==> config.mk <==
export PLATFORM = sky130hd
export DESIGN_NAME = zest_spi_sched_flat
export DESIGN_NICKNAME = d
export VERILOG_FILES = /design/src/rtl/zest_spi_sched_if.sv /design/src/rtl/zest_spi_sched.sv /design/src/flat_wrapper.sv
export SDC_FILE = /design/constraint.sdc
export NUM_CORES = 1
export LEC_CHECK = 0
export ABC_AREA = 0
export CAP_MARGIN = 5
export CORE_MARGIN = 3
export CORE_UTILIZATION = 55
export DETAILED_ROUTE_END_ITERATION = 10
export DONT_BUFFER_PORTS = 1
export PLACE_DENSITY = 0.7
export SLEW_MARGIN = 30
export SYNTH_ARGS = -nofsm -noshare
export SYNTH_HDL_FRONTEND = slang
export SYNTH_SLANG_ARGS = --single-unit
==> constraint.sdc <==
create_clock -name lb_clk -period 3.9 [get_ports lb_clk]
set_input_delay 0 -clock lb_clk [delete_from_list [all_inputs] [get_ports lb_clk]]
set_output_delay 0 -clock lb_clk [all_outputs]
set_load 0.05 [all_outputs]
==> src/rtl/zest_spi_sched_if.sv <==
// Zest SPI scheduler bus bundle: requester side plus SPI engine side.
// slave is the scheduler's view; master is the view of the logic driving it.
interface zest_spi_sched_if #(
  parameter int unsigned NREQ = 3,
  parameter int unsigned DW   = 32
) ();

  localparam int unsigned GW = (NREQ > 1) ? $clog2(NREQ) : 1;

  logic [NREQ-1:0]    req;
  logic [NREQ*DW-1:0] req_word;
  logic [NREQ-1:0]    ack;
  logic [DW-1:0]      rdata;
  logic               err;
  logic [GW-1:0]      grant_id;
  logic               active;
  logic               spi_start;
  logic [DW-1:0]      spi_word;
  logic               spi_busy;
  logic               spi_done;
  logic [DW-1:0]      spi_rdata;
  logic [7:0]         timeout_cnt;

  modport slave (
    input  req, req_word, spi_busy, spi_done, spi_rdata,
    output ack, rdata, err, grant_id, active, spi_start, spi_word, timeout_cnt
  );

  modport master (
    output req, req_word, spi_busy, spi_done, spi_rdata,
    input  ack, rdata, err, grant_id, active, spi_start, spi_word, timeout_cnt
  );

endinterface

==> src/rtl/zest_spi_sched.sv <==
// Round-robin scheduler sharing one Zest SPI engine among NREQ requesters.
// Each transfer: grant, one-cycle start, wait for done or timeout, ack, gap.
module zest_spi_sched #(
  parameter int unsigned NREQ    = 3,
  parameter int unsigned DW      = 32,
  parameter int unsigned TIMEOUT = 64,
  parameter int unsigned GAP     = 4
) (
  input  logic             lb_clk,
  input  logic             rst_n,
  zest_spi_sched_if.slave  bus
);

  localparam int unsigned GW  = (NREQ > 1) ? $clog2(NREQ) : 1;
  localparam int unsigned WCW = $clog2(TIMEOUT);
  localparam int unsigned GCW = (GAP > 1) ? $clog2(GAP) : 1;

  typedef enum logic [2:0] {
    S_IDLE,
    S_START,
    S_WAIT,
    S_DONE,
    S_GAP
  } state_t;

  state_t          state_q;
  state_t          state_d;
  logic [GW-1:0]   ptr_q;
  logic [GW-1:0]   grant_q;
  logic [DW-1:0]   word_q;
  logic [WCW-1:0]  wait_q;
  logic [GCW-1:0]  gap_q;
  logic [NREQ-1:0] ack_q;
  logic [DW-1:0]   rdata_q;
  logic            err_q;
  logic            start_q;
  logic            active_q;
  logic [7:0]      tcnt_q;

  logic [GW-1:0]   pick;
  logic            pick_vld;
  logic            grant_en;
  logic            done_hit;
  logic            to_hit;

  // First requester at or after the round-robin pointer, circularly.
  always_comb begin
    pick     = '0;
    pick_vld = 1'b0;
    for (int i = 0; i < int'(NREQ); i++) begin
      int idx;
      idx = (int'(ptr_q) + i) % int'(NREQ);
      if (!pick_vld && bus.req[idx]) begin
        pick_vld = 1'b1;
        pick     = GW'(idx);
      end
    end
  end

  // State register.
  always_ff @(posedge lb_clk) begin
    if (!rst_n) begin
      state_q <= S_IDLE;
    end else begin
      state_q <= state_d;
    end
  end

  // Next-state logic and per-cycle strobes for the datapath.
  always_comb begin
    state_d  = state_q;
    grant_en = 1'b0;
    done_hit = 1'b0;
    to_hit   = 1'b0;
    case (state_q)
      S_IDLE: begin
        if (pick_vld && !bus.spi_busy) begin
          grant_en = 1'b1;
          state_d  = S_START;
        end
      end
      S_START: state_d = S_WAIT;
      S_WAIT: begin
        if (bus.spi_done) begin
          done_hit = 1'b1;
          state_d  = S_DONE;
        end else if (wait_q == WCW'(TIMEOUT - 1)) begin
          to_hit  = 1'b1;
          state_d = S_DONE;
        end
      end
      S_DONE: state_d = (GAP == 0) ? S_IDLE : S_GAP;
      S_GAP: begin
        if ((int'(gap_q) + 1) >= int'(GAP)) begin
          state_d = S_IDLE;
        end
      end
      default: state_d = S_IDLE;
    endcase
  end

  // Datapath: grant capture, counters, registered outputs.
  always_ff @(posedge lb_clk) begin
    if (!rst_n) begin
      ptr_q    <= '0;
      grant_q  <= '0;
      word_q   <= '0;
      wait_q   <= '0;
      gap_q    <= '0;
      ack_q    <= '0;
      rdata_q  <= '0;
      err_q    <= 1'b0;
      start_q  <= 1'b0;
      active_q <= 1'b0;
      tcnt_q   <= '0;
    end else begin
      start_q  <= (state_d == S_START);
      active_q <= (state_d == S_START) || (state_d == S_WAIT) || (state_d == S_DONE);

      if (grant_en) begin
        grant_q <= pick;
        word_q  <= bus.req_word[int'(pick)*int'(DW) +: DW];
      end

      if (state_q == S_START) begin
        wait_q <= '0;
      end else if (state_q == S_WAIT) begin
        wait_q <= wait_q + WCW'(1);
      end

      if (state_q == S_DONE) begin
        gap_q <= '0;
      end else if (state_q == S_GAP) begin
        gap_q <= gap_q + GCW'(1);
      end

      // ack/rdata/err live for exactly the DONE cycle.
      ack_q   <= '0;
      rdata_q <= '0;
      err_q   <= 1'b0;
      if (done_hit || to_hit) begin
        for (int i = 0; i < int'(NREQ); i++) begin
          ack_q[i] <= (GW'(i) == grant_q);
        end
      end
      if (done_hit) begin
        rdata_q <= bus.spi_rdata;
      end
      if (to_hit) begin
        err_q <= 1'b1;
        if (tcnt_q != 8'hFF) begin
          tcnt_q <= tcnt_q + 8'd1;
        end
      end

      if (state_q == S_DONE) begin
        ptr_q <= (grant_q == GW'(NREQ - 1)) ? '0 : grant_q + GW'(1);
      end
    end
  end

  assign bus.ack         = ack_q;
  assign bus.rdata       = rdata_q;
  assign bus.err         = err_q;
  assign bus.grant_id    = grant_q;
  assign bus.active      = active_q;
  assign bus.spi_start   = start_q;
  assign bus.spi_word    = word_q;
  assign bus.timeout_cnt = tcnt_q;

endmodule

==> src/flat_wrapper.sv <==
// flat-port wrapper written by rule: the top's interface ports become plain ports
module zest_spi_sched_flat 
#(
  parameter int unsigned NREQ    = 3,
  parameter int unsigned DW      = 32,
  parameter int unsigned TIMEOUT = 64,
  parameter int unsigned GAP     = 4
)
  (lb_clk, rst_n, bus_req, bus_req_word, bus_spi_busy, bus_spi_done, bus_spi_rdata, bus_ack, bus_rdata, bus_err, bus_grant_id, bus_active, bus_spi_start, bus_spi_word, bus_timeout_cnt);
  zest_spi_sched_if #(.NREQ(NREQ), .DW(DW)) bus_i ();
  input  logic lb_clk;
  input  logic rst_n;
  input wire logic [$bits(bus_i.req)-1:0] bus_req;
  input wire logic [$bits(bus_i.req_word)-1:0] bus_req_word;
  input wire logic [$bits(bus_i.spi_busy)-1:0] bus_spi_busy;
  input wire logic [$bits(bus_i.spi_done)-1:0] bus_spi_done;
  input wire logic [$bits(bus_i.spi_rdata)-1:0] bus_spi_rdata;
  output wire logic [$bits(bus_i.ack)-1:0] bus_ack;
  output wire logic [$bits(bus_i.rdata)-1:0] bus_rdata;
  output wire logic [$bits(bus_i.err)-1:0] bus_err;
  output wire logic [$bits(bus_i.grant_id)-1:0] bus_grant_id;
  output wire logic [$bits(bus_i.active)-1:0] bus_active;
  output wire logic [$bits(bus_i.spi_start)-1:0] bus_spi_start;
  output wire logic [$bits(bus_i.spi_word)-1:0] bus_spi_word;
  output wire logic [$bits(bus_i.timeout_cnt)-1:0] bus_timeout_cnt;
  assign bus_i.req = bus_req;
  assign bus_i.req_word = bus_req_word;
  assign bus_i.spi_busy = bus_spi_busy;
  assign bus_i.spi_done = bus_spi_done;
  assign bus_i.spi_rdata = bus_spi_rdata;
  assign bus_ack = bus_i.ack;
  assign bus_rdata = bus_i.rdata;
  assign bus_err = bus_i.err;
  assign bus_grant_id = bus_i.grant_id;
  assign bus_active = bus_i.active;
  assign bus_spi_start = bus_i.spi_start;
  assign bus_spi_word = bus_i.spi_word;
  assign bus_timeout_cnt = bus_i.timeout_cnt;
  zest_spi_sched #(.NREQ(NREQ), .DW(DW), .TIMEOUT(TIMEOUT), .GAP(GAP)) u_core (.lb_clk(lb_clk), .rst_n(rst_n), .bus(bus_i));
endmodule
# Yosys cells after proc, flatten, opt, wreduce, memory -nomap -nowiden
# Cells that the tools add are included.
# W data, S select, Z words.
[word_totals] romBits=0 ff_bits=93 n_memories=0 latchBits=0 wordCells=85 ramBits=0
[op_classes] div=3 mux=29 n_mul=0 reduce_logical=16 n_lt_le_gt_ge=4 eq_ne=12 bitwise_logic=1 n_shift=1 add_sub_neg=7
[op_table] operator="$lt A32 B4 Y1 const B" count=3
[op_table] operator="$shiftx A96 B8 Y32" count=1
[op_table] operator="$mod A32 B3 Y32 const B" count=2
[op_table] operator="$ge A32 B4 Y1 const B" count=1
[op_table] operator="$mod A3 B3 Y32 const B" count=1
[op_table] operator="$mux W1" count=17
[op_table] operator="$pmux W3 S5" count=1
[op_table] operator="$eq A3 B2 Y1 const B" count=4
[op_table] operator="$mux W3" count=4
[op_table] operator="$add A8 B1 Y8 const B" count=1
[op_table] operator="$mux W2" count=4
[op_table] operator="$ne A8 B8 Y1 const B" count=1
[op_table] operator="$add A2 B1 Y3 const B" count=2
[op_table] operator="$add A6 B1 Y6 const B" count=1
[op_table] operator="$bmux W1 S2" count=3
[op_table] operator="$eq A3 B1 Y1 const B" count=2
[op_table] operator="$eq A6 B6 Y1 const B" count=1
[op_table] operator="$reduce_and A2 Y1" count=3
[op_table] operator="$add A2 B1 Y2 const B" count=2
[op_table] operator="$reduce_or A2 Y1" count=2
[op_table] operator="$add A2 B2 Y3 const B" count=1
[op_table] operator="$eq A3 B3 Y1 const B" count=1
[op_table] operator="$logic_and A1 B1 Y1" count=3
[op_table] operator="$logic_not A1 Y1" count=3
[op_table] operator="7 further kinds" count=9

# Logic depth before layout (Yosys ltp)
# Gate-level depths: netlist of the first run.
[depth] word_depth=17 ltp_mapped=11 depth_no_buf=8

# Worst setup path before layout of the first run
# OpenSTA, ideal clock, no wires.
[synth_timing] path_type="flip-flop to flip-flop" startpoint="reg u_core.ptr_q[0]" endpoint="reg u_core.word_q[17] (netlist: u_core.bus.spi_word[17])" stages_incl_launch_ff=12 t_arrival_ns=2.215 required_ns=3.783 n_path_buf=3 setup_ns=0.117 setup_slack_ns=1.568 path_cell_list="dfxtp_1 -> inv_1 -> ha_1 -> buf_2 -> nor2b_1 -> o21ai_1 -> a31oi_4 -> a21oi_2 -> buf_2 -> clkbuf_1 -> o21ai_0 -> a32o_1"
[synth_via] elab_chain_len=14 elab_cells_between_ends=28 classes_between="add/sub: 2; div: 3; shift: 1; mux: 17; reduce/logical: 5"
[synth_lines] item="start, declared" line_no="zest_spi_sched.sv:28" rtl="logic [GW-1:0] ptr_q;"
[synth_lines] item="start signal, assigned" line_no="zest_spi_sched.sv:157" rtl="ptr_q <= (grant_q == GW'(NREQ - 1)) ? '0 : grant_q + GW'(1);"
[synth_lines] item="parallel branches: the longest is 14 deep, another holds $mod A32 B3 Y32"
[synth_lines] item="end signal, assigned" line_no="zest_spi_sched.sv:122" rtl="word_q <= bus.req_word[int'(pick)*int'(DW) +: DW];"
[synth_lines] item="end, declared" line_no="zest_spi_sched.sv:30" rtl="logic [DW-1:0] word_q;"
# Parallel ways; which one is timed is not known. The select of a mux whose other input is x is not followed.
# A chain may end at the register's enable or synchronous reset.

# Worst setup path in the final report of the first run
[layout_timing] startpoint="reg u_core.ptr_q[0]" endpoint="reg u_core.word_q[25] (netlist: u_core.bus.spi_word[25])"
# Same word-level chain as after synthesis.

==> results of run 1 <==
flip-flops by register name, summed over array words and instances, names as in the netlist:
register                count
u_core.bus.ack              3
u_core.bus.active           1
u_core.bus.err              1
u_core.bus.grant_id         2
u_core.bus.rdata           32
u_core.bus.spi_start        1
u_core.bus.spi_word        32
u_core.bus.timeout_cnt      8
u_core.gap_q                2
u_core.ptr_q                2
u_core.state_q              3
u_core.wait_q               6
synth_stat cells (5+ instances only):
master / n / share of area (%)
dfxtp_1: 93 / 45
mux2i_1: 35 / 8.5
and2_1: 33 / 5.0
o21ai_1: 33 / 4.0
or3_1: 33 / 5.0
a32o_1: 32 / 7.8
nor2_1: 21 / 1.9
nand2_1: 18 / 1.6
clkbuf_1: 16 / 1.5
a21oi_1: 10 / 1.2
xor2_1: 8 / 1.7
buf_6: 7 / 1.9
ha_1: 7 / 2.1
nor2b_1: 7 / 1.1
inv_1: 6 / 0.55
nor3_1: 6 / 0.73
and3_1: 5 / 0.76
nand2b_1: 5 / 0.76
per-stage QoR:
step	cell area, um^2	util (%)	power, mW	cells
after floorplan	4126	-	1.477	422
after global placement	4155	59.20	1.524	493
after detailed placement	4155	59.20	1.534	493
after CTS	5334	75.99	2.250	608
after global routing	5334	75.99	2.346	608
final	5339	76.06	2.263	610
timing repair:
action	CTS	global route
hold endpoints to repair	78	0
setup endpoints to repair	0	0
hold buffers	99	0
power groups by stage:
stage	sequential, mW	combinational [mW]	clock (mW)
final	1.25	0.394	0.618
after detailed placement	1.27	0.263	0
after global placement	1.27	0.254	0
after CTS	1.25	0.375	0.626
after floorplan	1.25	0.232	0
after global routing	1.26	0.423	0.667
final cells by class:
type,instances,area (um^2)
inverters,7,26.28
fillers,476,1680
clock buffers,9,123.9
multi-input cells,292,2097
flip-flops and latches,93,1862
well taps,96,120.1
diodes,2,5.005
clock inverters,7,63.81
repair buffers,104,1041
kinds of logic after synthesis:
kind of cell,after synthesis
AO/OA/AOI/OAI,93
XOR/XNOR,12
adder cells (fa/ha/maj),7
buffers and inverters,37
flip-flops,93
multiplexers,37
AND/OR/NAND/NOR,143
path summary, 6_finish.rpt:
path	start	to	slack, ps	cells after the start
max reg2reg	u_core.ptr_q[0]	u_core.bus.spi_word[25]	340	10
min	rst_n	u_core.state_q[2]	10	2
max	u_core.ptr_q[0]	u_core.bus.spi_word[25]	340	10
min reg2reg	u_core.gap_q[1]	u_core.gap_q[1]	500	2
critical path: stages (launching register included):
cell,delay (ps)
dfxtp_1,390
inv_1,80
ha_1,410
nor2b_1,190
o21ai_1,210
a31oi_4,140
o21ai_4,640
buf_4,420
o21ai_1,140
a32o_1,260
dlygate4sd3_1,550
routing by layer:
layer	wire length [um]	share of wire (%)	track usage, %	vias up
li1	-	-	-	1697
met1	4789	37	31.75	1673
met2	6504	51	50.15	183
met3	1060	8.3	8.286	39
met4	493	3.8	13.68	0
met5	0	0	0	-
==> run summary, run 1 <==
Psw -> 0.7963 mW
mux cell area share after synthesis -> 9.036%
CTS H-tree lvls -> 3
first-pass GRT wire length -> 19380 um
unrepaired setup endpoints after global routing -> no
Iter 0 DRT Violations -> 215
Placement Rows -> 30
Pint -> 1.466 mW
critical path class -> flip-flop to flip-flop
number of enable flip-flop cells after synthesis -> 0
initial cell density of the core -> 58.79%
Sequential Power Share -> 55.3%
Routed Antenna Nets -> 0
Max VDD drop -> 0.4036 mV
core area -> 7019 um^2
post-synthesis sequential area ratio -> 45.12%
Clock Path Buffers -> 2
Die Wd -> 92.62 um
setup violators final -> 0
crit path time final -> 3559 ps
Routed WL -> 12850 um
Tot GR Track Use -> 28.62%
Setup Slack @ Placement -> 949.0 ps
Skew-Pair Late Insertion Delay -> 360 ps
Post-Syn Area -> 4126 um^2
Setup Skew -> 12.83 ps
syn_area_per_cell -> 9.778 um^2
Post-Synth Simple-Gate Area -> 19.56%
Yosys Warn Count -> 0
crit path DAT -> 3800 ps
First-pass DRT Iterations -> 5
crit end category -> flip-flop
post-synthesis compound-gate area fraction -> 16.86%
root buffer cell -> clkbuf_8
Hold Fails Final Rpt -> 0
vias per inst -> 5.889
Worst Tran Pin Value -> 908.4 ps
total number of vias -> 3592
library cells used by synthesis -> 46
Clock power frac -> 27.3%
clock slew at reported path FFs -> 100 ps
largest net degree at the start of global routing -> 48
synthesis-stage register bit count -> 93
fin crit share -> 91.25%
Adder-Cell Fraction of Synth Area -> 2.122%
Synth Net Count -> 564
pwr/cell area -> 423.8 nW/um^2
sw frac -> 35.19%
largest family of logic cells by synthesized area -> simple AND/OR/NAND/NOR gates
Async S/R FF share, synth -> 0%
DRC -> 0
Max-cap violations -> 0
Final Net Count -> 649
io pins -> 215
nature of the critical path startpoint -> flip-flop
CTS Buf Count -> 9
CP required -> 4140 ps
final slew viol count -> 0
Min Hold Slack -> 11.76 ps
HP Class -> primary input to flip-flop
status -> finished clean
vias in the first global route -> 3657
XOR/XNOR share of the synthesized area -> 2.547%
maximum clock frequency -> 281.0 MHz
ratio of cells with drive above 1 in the final layout -> 5.859%
Pleak -> 2.186 nW
I/O Buffers -> 0
full die area -> 8578 um^2
Die H -> 92.62 um
setup bufs post-CTS -> 0
most frequent cells in the layout -> dlygate4sd3_1, dfxtp_1, mux2i_1
clk sink count -> 93
initial antenna violation count -> 0
hpwl dp -> 7616 um
area delta synth->final -> 29.38%
Max FO, Critical Path -> 35
Comb pwr share -> 17.4%
PostCTS Resize Cnt -> 0
gp weighted congestion -> 0.8198
wire per inst -> 21.06 um
Synth Instances -> 422
final worst setup slack -> 341.3 ps
most common cell after layout, fill and taps aside -> dlygate4sd3_1
GRT overflow -> 0
max_slew headroom -> 39.44%
Top FF cell, synth -> dfxtp_1
CTS tree -> done
Final TNS setup -> 0 ps
Note: power is estimated with default switching activity, not from simulation.
==> run 2, diff against run 1 <==
clock period = 4.3 ns   (was 3.9 ns; I/O delays follow)
==> run summary, run 2 (synthesized netlist as in run 1, its figures left out) <==
status -> finished clean
core area -> 7019 um^2 (unchanged)
First-pass DRT Iterations -> 5 (unchanged)
Routed Antenna Nets -> 0 (unchanged)
crit-path cells -> inv_1 -> ha_1 -> nor2b_1 -> o21ai_1 -> a31oi_4 -> o21ai_4 -> buf_4 -> o21ai_1 -> a32o_1 -> dlygate4sd3_1
io pins -> 215 (unchanged)
initial cell density of the core -> 58.79% (unchanged)
R2R Setup Slk -> 850 ps (+510 ps)
DRC -> 0 (unchanged)
Die Wd -> 92.62 um (unchanged)
met3 Usage GRT -> 9.180% (+0.89 points)
slowest CP cell -> dlygate4sd3_1
most frequent cells in the layout -> dlygate4sd3_1, dfxtp_1, mux2i_1
CTS Buf Count -> 9 (unchanged)
most common cell after layout, fill and taps aside -> dlygate4sd3_1
Clock Path Buffers -> 2 (unchanged)
clock slew at reported path FFs -> 100 ps (about the same)
Worst Tran Pin Value -> 868.9 ps (-39.51 ps)
crit path DAT -> 3690 ps (-110 ps)
wire per inst -> 21.16 um (+0.49%)
max_slew headroom -> 42.08% (+2.6 points)
pwr/cell area -> 394.0 nW/um^2 (-7.0%)
Hold Fails Final Rpt -> 0 (unchanged)
slowest stage delay, CP -> 550 ps (-90 ps)
Crit. path cell count -> 10 (unchanged)
CP most frequent cell -> o21ai_1
Setup Skew -> 11.94 ps (-0.8894 ps)
maximum clock frequency -> 289.7 MHz (+3.1%)
first-pass GRT wire length -> 19490 um (+0.57%)
setup violators final -> 0 (unchanged)
area delta synth->final -> 29.90%
Placed Area -> 4143 um^2 (-0.30%)
full die area -> 8578 um^2 (unchanged)
initial antenna violation count -> 0 (unchanged)
crit end category -> flip-flop
fin crit share -> 80.28% (-11 points)
clk sink count -> 93 (unchanged)
vias per inst -> 6.005 (+2.0%)
gp weighted congestion -> 0.7715 (-5.9%)
Routed WL -> 12890 um (+0.33%)
total number of vias -> 3657 (+1.8%)
critical path class -> flip-flop to flip-flop
busiest grt layer -> met2
GRT overflow -> 0 (unchanged)
CP required -> 4540 ps (+400 ps)
CP top delay family -> compound AO/OA/AOI/OAI gates
HP Class -> primary input to flip-flop
Tot GR Track Use -> 28.77% (+0.15 points)
unrepaired setup endpoints after global routing -> no
Die H -> 92.62 um (unchanged)
Final TNS setup -> 0 ps (unchanged)
Placement Rows -> 30 (unchanged)
met1 usage -> 30.91% (-0.83 points)
I/O Buffers -> 0 (unchanged)
worst path bufs/invs -> 3 (unchanged)
worst r2r src -> u_core.ptr_q[0]
crit path time final -> 3452 ps (-106.7 ps)
reg2reg end -> u_core.bus.spi_word[26]
ratio of cells with drive above 1 in the final layout -> 6.043% (+0.18 points)
CTS tree -> done
worst setup path start -> u_core.ptr_q[0]
Pleak -> 2.195 nW (+0.37%)
Finished Cell Area -> 5360 um^2 (+0.40%)
largest net degree at the start of global routing -> 47 (-2.1%)
CTS H-tree lvls -> 3 (unchanged)
vias in the first global route -> 3718 (+1.7%)
end point of the critical path -> u_core.bus.spi_word[26]
Max VDD drop -> 0.2391 mV (-41%)
hpwl dp -> 7566 um (-0.66%)
Iter 0 DRT Violations -> 179 (-17%)
Skew-Pair Late Insertion Delay -> 360 ps (about the same)
Max-cap violations -> 0 (unchanged)
final slew viol count -> 0 (unchanged)
Ant. Diodes -> 0 (-2)
nature of the critical path startpoint -> flip-flop
R2R cell count -> 10 (unchanged)
PostCTS Resize Cnt -> 0 (unchanged)
Max FO, Critical Path -> 45 (+29%)
M2 GR Usage -> 52.08% (+1.9 points)
Final Net Count -> 650 (+0.15%)
root buffer cell -> clkbuf_8
run 2: layer usage:
layer  vias to the layer above  wire length, um
met5                         -                0
met4                         0              389
met3                        36             1097
met2                       177             6713
met1                      1746             4689
li1                       1698                -
run 2: worst min path at each step:
| stage | slack [ps] | cells after the start | start | endpoint |
|---|---|---|---|---|
| global route | 40 | 2 | rst_n | u_core.bus.timeout_cnt[6] |
| floorplan | 120 | 1 | bus_spi_rdata[0] | u_core.bus.rdata[0] |
| CTS | 3 | 2 | rst_n | u_core.bus.grant_id[1] |
| global placement | 120 | 1 | bus_spi_rdata[16] | u_core.bus.rdata[16] |
| finish | 20 | 2 | rst_n | u_core.bus.grant_id[0] |
| detailed placement | 120 | 1 | bus_spi_rdata[0] | u_core.bus.rdata[0] |
run 2: layout make-up:
class	instances	area, um^2
tap	96	120.1
inverter	7	26.28
multi-input combinational	292	2097
clock inverter	7	87.58
timing repair buffer	105	1044
clock buffer	9	123.9
sequential	93	1862
fill	462	1659
run 2: through the flow:
step                power (mW)  util (%)  setup WS (ps)  hold WS, ps  std cells
floorplan                1.340         -           1968        121.7        422
global placement         1.379     59.02           1432        122.1        493
detailed placement       1.388     59.02           1333        124.7        493
CTS                      2.094     76.15          753.3        3.204        608
global route             2.192     76.36          581.8        35.37        609
finish                   2.112     76.36          848.0        16.92        609
run 2: repair_timing:
| action | 4_1_cts | 5_1_grt |
|---|---|---|
| hold buffers | 99 | 0 |
| setup buffers | 0 | 0 |
| hold endpoints to repair | 78 | 0 |
run 2: power by group:
group / internal [mW] / leakage, nW / switching, mW
Sequential: 0.915 / 0.756 / 0.221
Combinational: 0.190 / 1.34 / 0.164
Clock: 0.283 / 0.102 / 0.339
==> run 3, diff against run 2 <==
ABC_AREA = 1   (was 0)
clock period = 3.51 ns   (was 4.3 ns; I/O delays follow)
==> run summary, run 3 <==
Clock Path Buffers -> 2 (unchanged)
Post-Synth Simple-Gate Area -> 23.68% (+4.1 points)
CTS tree -> done
Pleak -> 2.788 nW (+27%)
clk sink count -> 93 (unchanged)
Worst Tran Pin Value -> 812.2 ps (-56.69 ps)
root buffer cell -> clkbuf_8
final slew viol count -> 0 (unchanged)
Tot GR Track Use -> 29.09% (+0.31 points)
hpwl dp -> 8761 um (+16%)
most frequent cells in the layout -> inv_1, dlygate4sd3_1, dfxtp_1, a21oi_1, nand3_1
clock slew at reported path FFs -> 90 ps (about the same)
core area -> 7807 um^2 (+11%)
post-synth top area cell -> dfxtp_1
slowest stage delay, CP -> 560 ps (about the same)
crit path time final -> 3194 ps (-258.3 ps)
vias in the first global route -> 4485 (+21%)
fin crit share -> 90.99% (+11 points)
post-synthesis sequential area ratio -> 41.46% (-3.7 points)
First-pass DRT Iterations -> 7 (+2)
Skew-Pair Late Insertion Delay -> 360 ps (about the same)
CP top delay family -> simple AND/OR/NAND/NOR gates
Min Hold Slack -> 130.5 ps (+113.5 ps)
full die area -> 9285 um^2 (+8.3%)
most frequent cell after synthesis -> inv_1
largest family of logic cells by synthesized area -> simple AND/OR/NAND/NOR gates
initial cell density of the core -> 57.52% (-1.3 points)
Synth Net Count -> 778 (+38%)
area delta synth->final -> 29.59%
commonest cells in the netlist -> inv_1, dfxtp_1, a21oi_1, nand3_1, nand2_1
Setup Skew -> 13.29 ps (+1.348 ps)
first-pass GRT wire length -> 21180 um (+8.7%)
Final Net Count -> 876 (+35%)
Hold Fails Final Rpt -> 0 (unchanged)
Top FF cell, synth -> dfxtp_1
Inst Count DP -> 711 (+44%)
worst path bufs/invs -> 3 (unchanged)
crit-path cells -> inv_1 -> ha_1 -> inv_2 -> nand2_1 -> nand2_1 -> nand3_4 -> nand4_4 -> nand2_4 -> nand2_1 -> nand3_1 -> dlygate4sd3_1 -> a21oi_1
XOR/XNOR share of the synthesized area -> 0.5851% (-2.0 points)
total number of vias -> 4613 (+26%)
critical path class -> flip-flop to flip-flop
wire per inst -> 16.51 um (-22%)
Die H -> 96.36 um (+4.0%)
DRC -> 0 (unchanged)
Iter 0 DRT Violations -> 229 (+28%)
Routed Antenna Nets -> 0 (unchanged)
worst r2r src -> u_core.ptr_q[0]
HP Class -> primary input to flip-flop
Max VDD drop -> 0.2648 mV (+11%)
library cells used by synthesis -> 37 (-20%)
Placement Rows -> 32 (+6.7%)
Yosys Warn Count -> 0 (unchanged)
CTS Buf Count -> 9 (unchanged)
top post-synthesis cells by area -> dfxtp_1, inv_1, a21oi_1
Routed WL -> 13880 um (+7.7%)
maximum clock frequency -> 313.1 MHz (+8.1%)
gp weighted congestion -> 0.8488 (+10%)
unrepaired setup endpoints after global routing -> no
slowest CP cell -> dlygate4sd3_1
ratio of cells with drive above 1 in the final layout -> 6.225% (+0.18 points)
synthesis-stage register bit count -> 93 (unchanged)
Adder-Cell Fraction of Synth Area -> 1.950% (-0.17 points)
initial antenna violation count -> 0 (unchanged)
Max-cap violations -> 0 (unchanged)
CTS H-tree lvls -> 3 (unchanged)
CP most frequent cell -> nand2_1
Async S/R FF share, synth -> 0% (unchanged)
Layout Cells excl Fill -> 841 (+38%)
crit end category -> flip-flop
largest net degree at the start of global routing -> 38 (-19%)
Synth Instances -> 636 (+51%)
Max FO, Critical Path -> 34 (-24%)
Final TNS setup -> 0 ps (unchanged)
I/O Buffers -> 0 (unchanged)
worst setup path start -> u_core.ptr_q[0]
Yosys top cell area share -> 41.46% (-3.7 points)
Post-Syn Area -> 4491 um^2 (+8.8%)
hold path startpoint -> rst_n
CP required -> 3720 ps (-820 ps)
Die Wd -> 96.36 um (+4.0%)
pwr/cell area -> 461.7 nW/um^2 (+17%)
setup violators final -> 0 (unchanged)
Ant. Diodes -> 0 (unchanged)
most common cell after layout, fill and taps aside -> inv_1
number of enable flip-flop cells after synthesis -> 0 (unchanged)
status -> finished clean
nature of the critical path startpoint -> flip-flop
GRT overflow -> 0 (unchanged)
syn_area_per_cell -> 7.061 um^2 (-28%)
setup bufs post-CTS -> 0 (unchanged)
crit path DAT -> 3410 ps (-280 ps)
post-synthesis compound-gate area fraction -> 16.63% (-0.22 points)
mux cell area share after synthesis -> 0% (-9.0 points)
vias per inst -> 5.485 (-8.7%)
io pins -> 215 (unchanged)
max_slew headroom -> 45.79% (+3.7 points)
## run 3: cell type report
class / count / area (um^2)
fill: 613 / 1988
multi-input combinational: 370 / 1934
sequential: 93 / 1862
timing repair buffer: 116 / 1151
inverter: 144 / 540.5
tap: 102 / 127.6
clock buffer: 9 / 123.9
clock inverter: 7 / 80.08
## run 3: tightest hold or removal path, delay by kind of cell
kind,cells,cell delay [ps]
simple gates,1,130
compound gates,1,30
buf+inv,1,270
## run 3: timing repair
item,CTS,global route
hold buffers,114,0
endpoints found under the hold margin,81,0
resized for setup,0,1
setup endpoints to repair,0,30
## run 3: logic make-up after synthesis
logic type | after synthesis
adders and majority gates | 7
AOI/OAI and AO/OA | 133
xor gates and xnor gates | 3
and+or+nand+nor | 227
DFF | 93
buffers and inverters | 173
## run 3: final timing paths
path,to,cells past startpoint,slack (ps)
setup / recovery,u_core.bus.spi_word[28],12,320
hold / removal,u_core.bus.timeout_cnt[2],3,130
setup reg to reg,u_core.bus.spi_word[28],12,320
hold reg to reg,u_core.gap_q[1],2,470
## run 3: stage by stage
stage | utilization [%] | power, mW | setup WS, ps | instance area, um^2
2_1_floorplan | - | 1.719 | 1684 | 4491
3_3_place_gp | 57.24 | 1.777 | 862.6 | 4469
3_5_place_dp | 57.31 | 1.787 | 772.3 | 4474
4_1_cts | 74.54 | 2.668 | 226.6 | 5819
5_1_grt | 74.54 | 2.797 | 131.7 | 5819
6_report | 74.54 | 2.687 | 316.3 | 5819
## run 3: layer usage
layer	routed length [um]	up-vias	global-route usage, %
li1	-	2193	-
met1	5146	2108	34.16
met2	7022	264	49.51
met3	1214	48	6.959
met4	498	0	14.14
met5	0	-	0
## run 3: report_power, final
part	switching (mW)	internal [mW]
Clock	0.411	0.342
Sequential	0.274	1.12
Combinational	0.292	0.243
Total	0.978	1.71
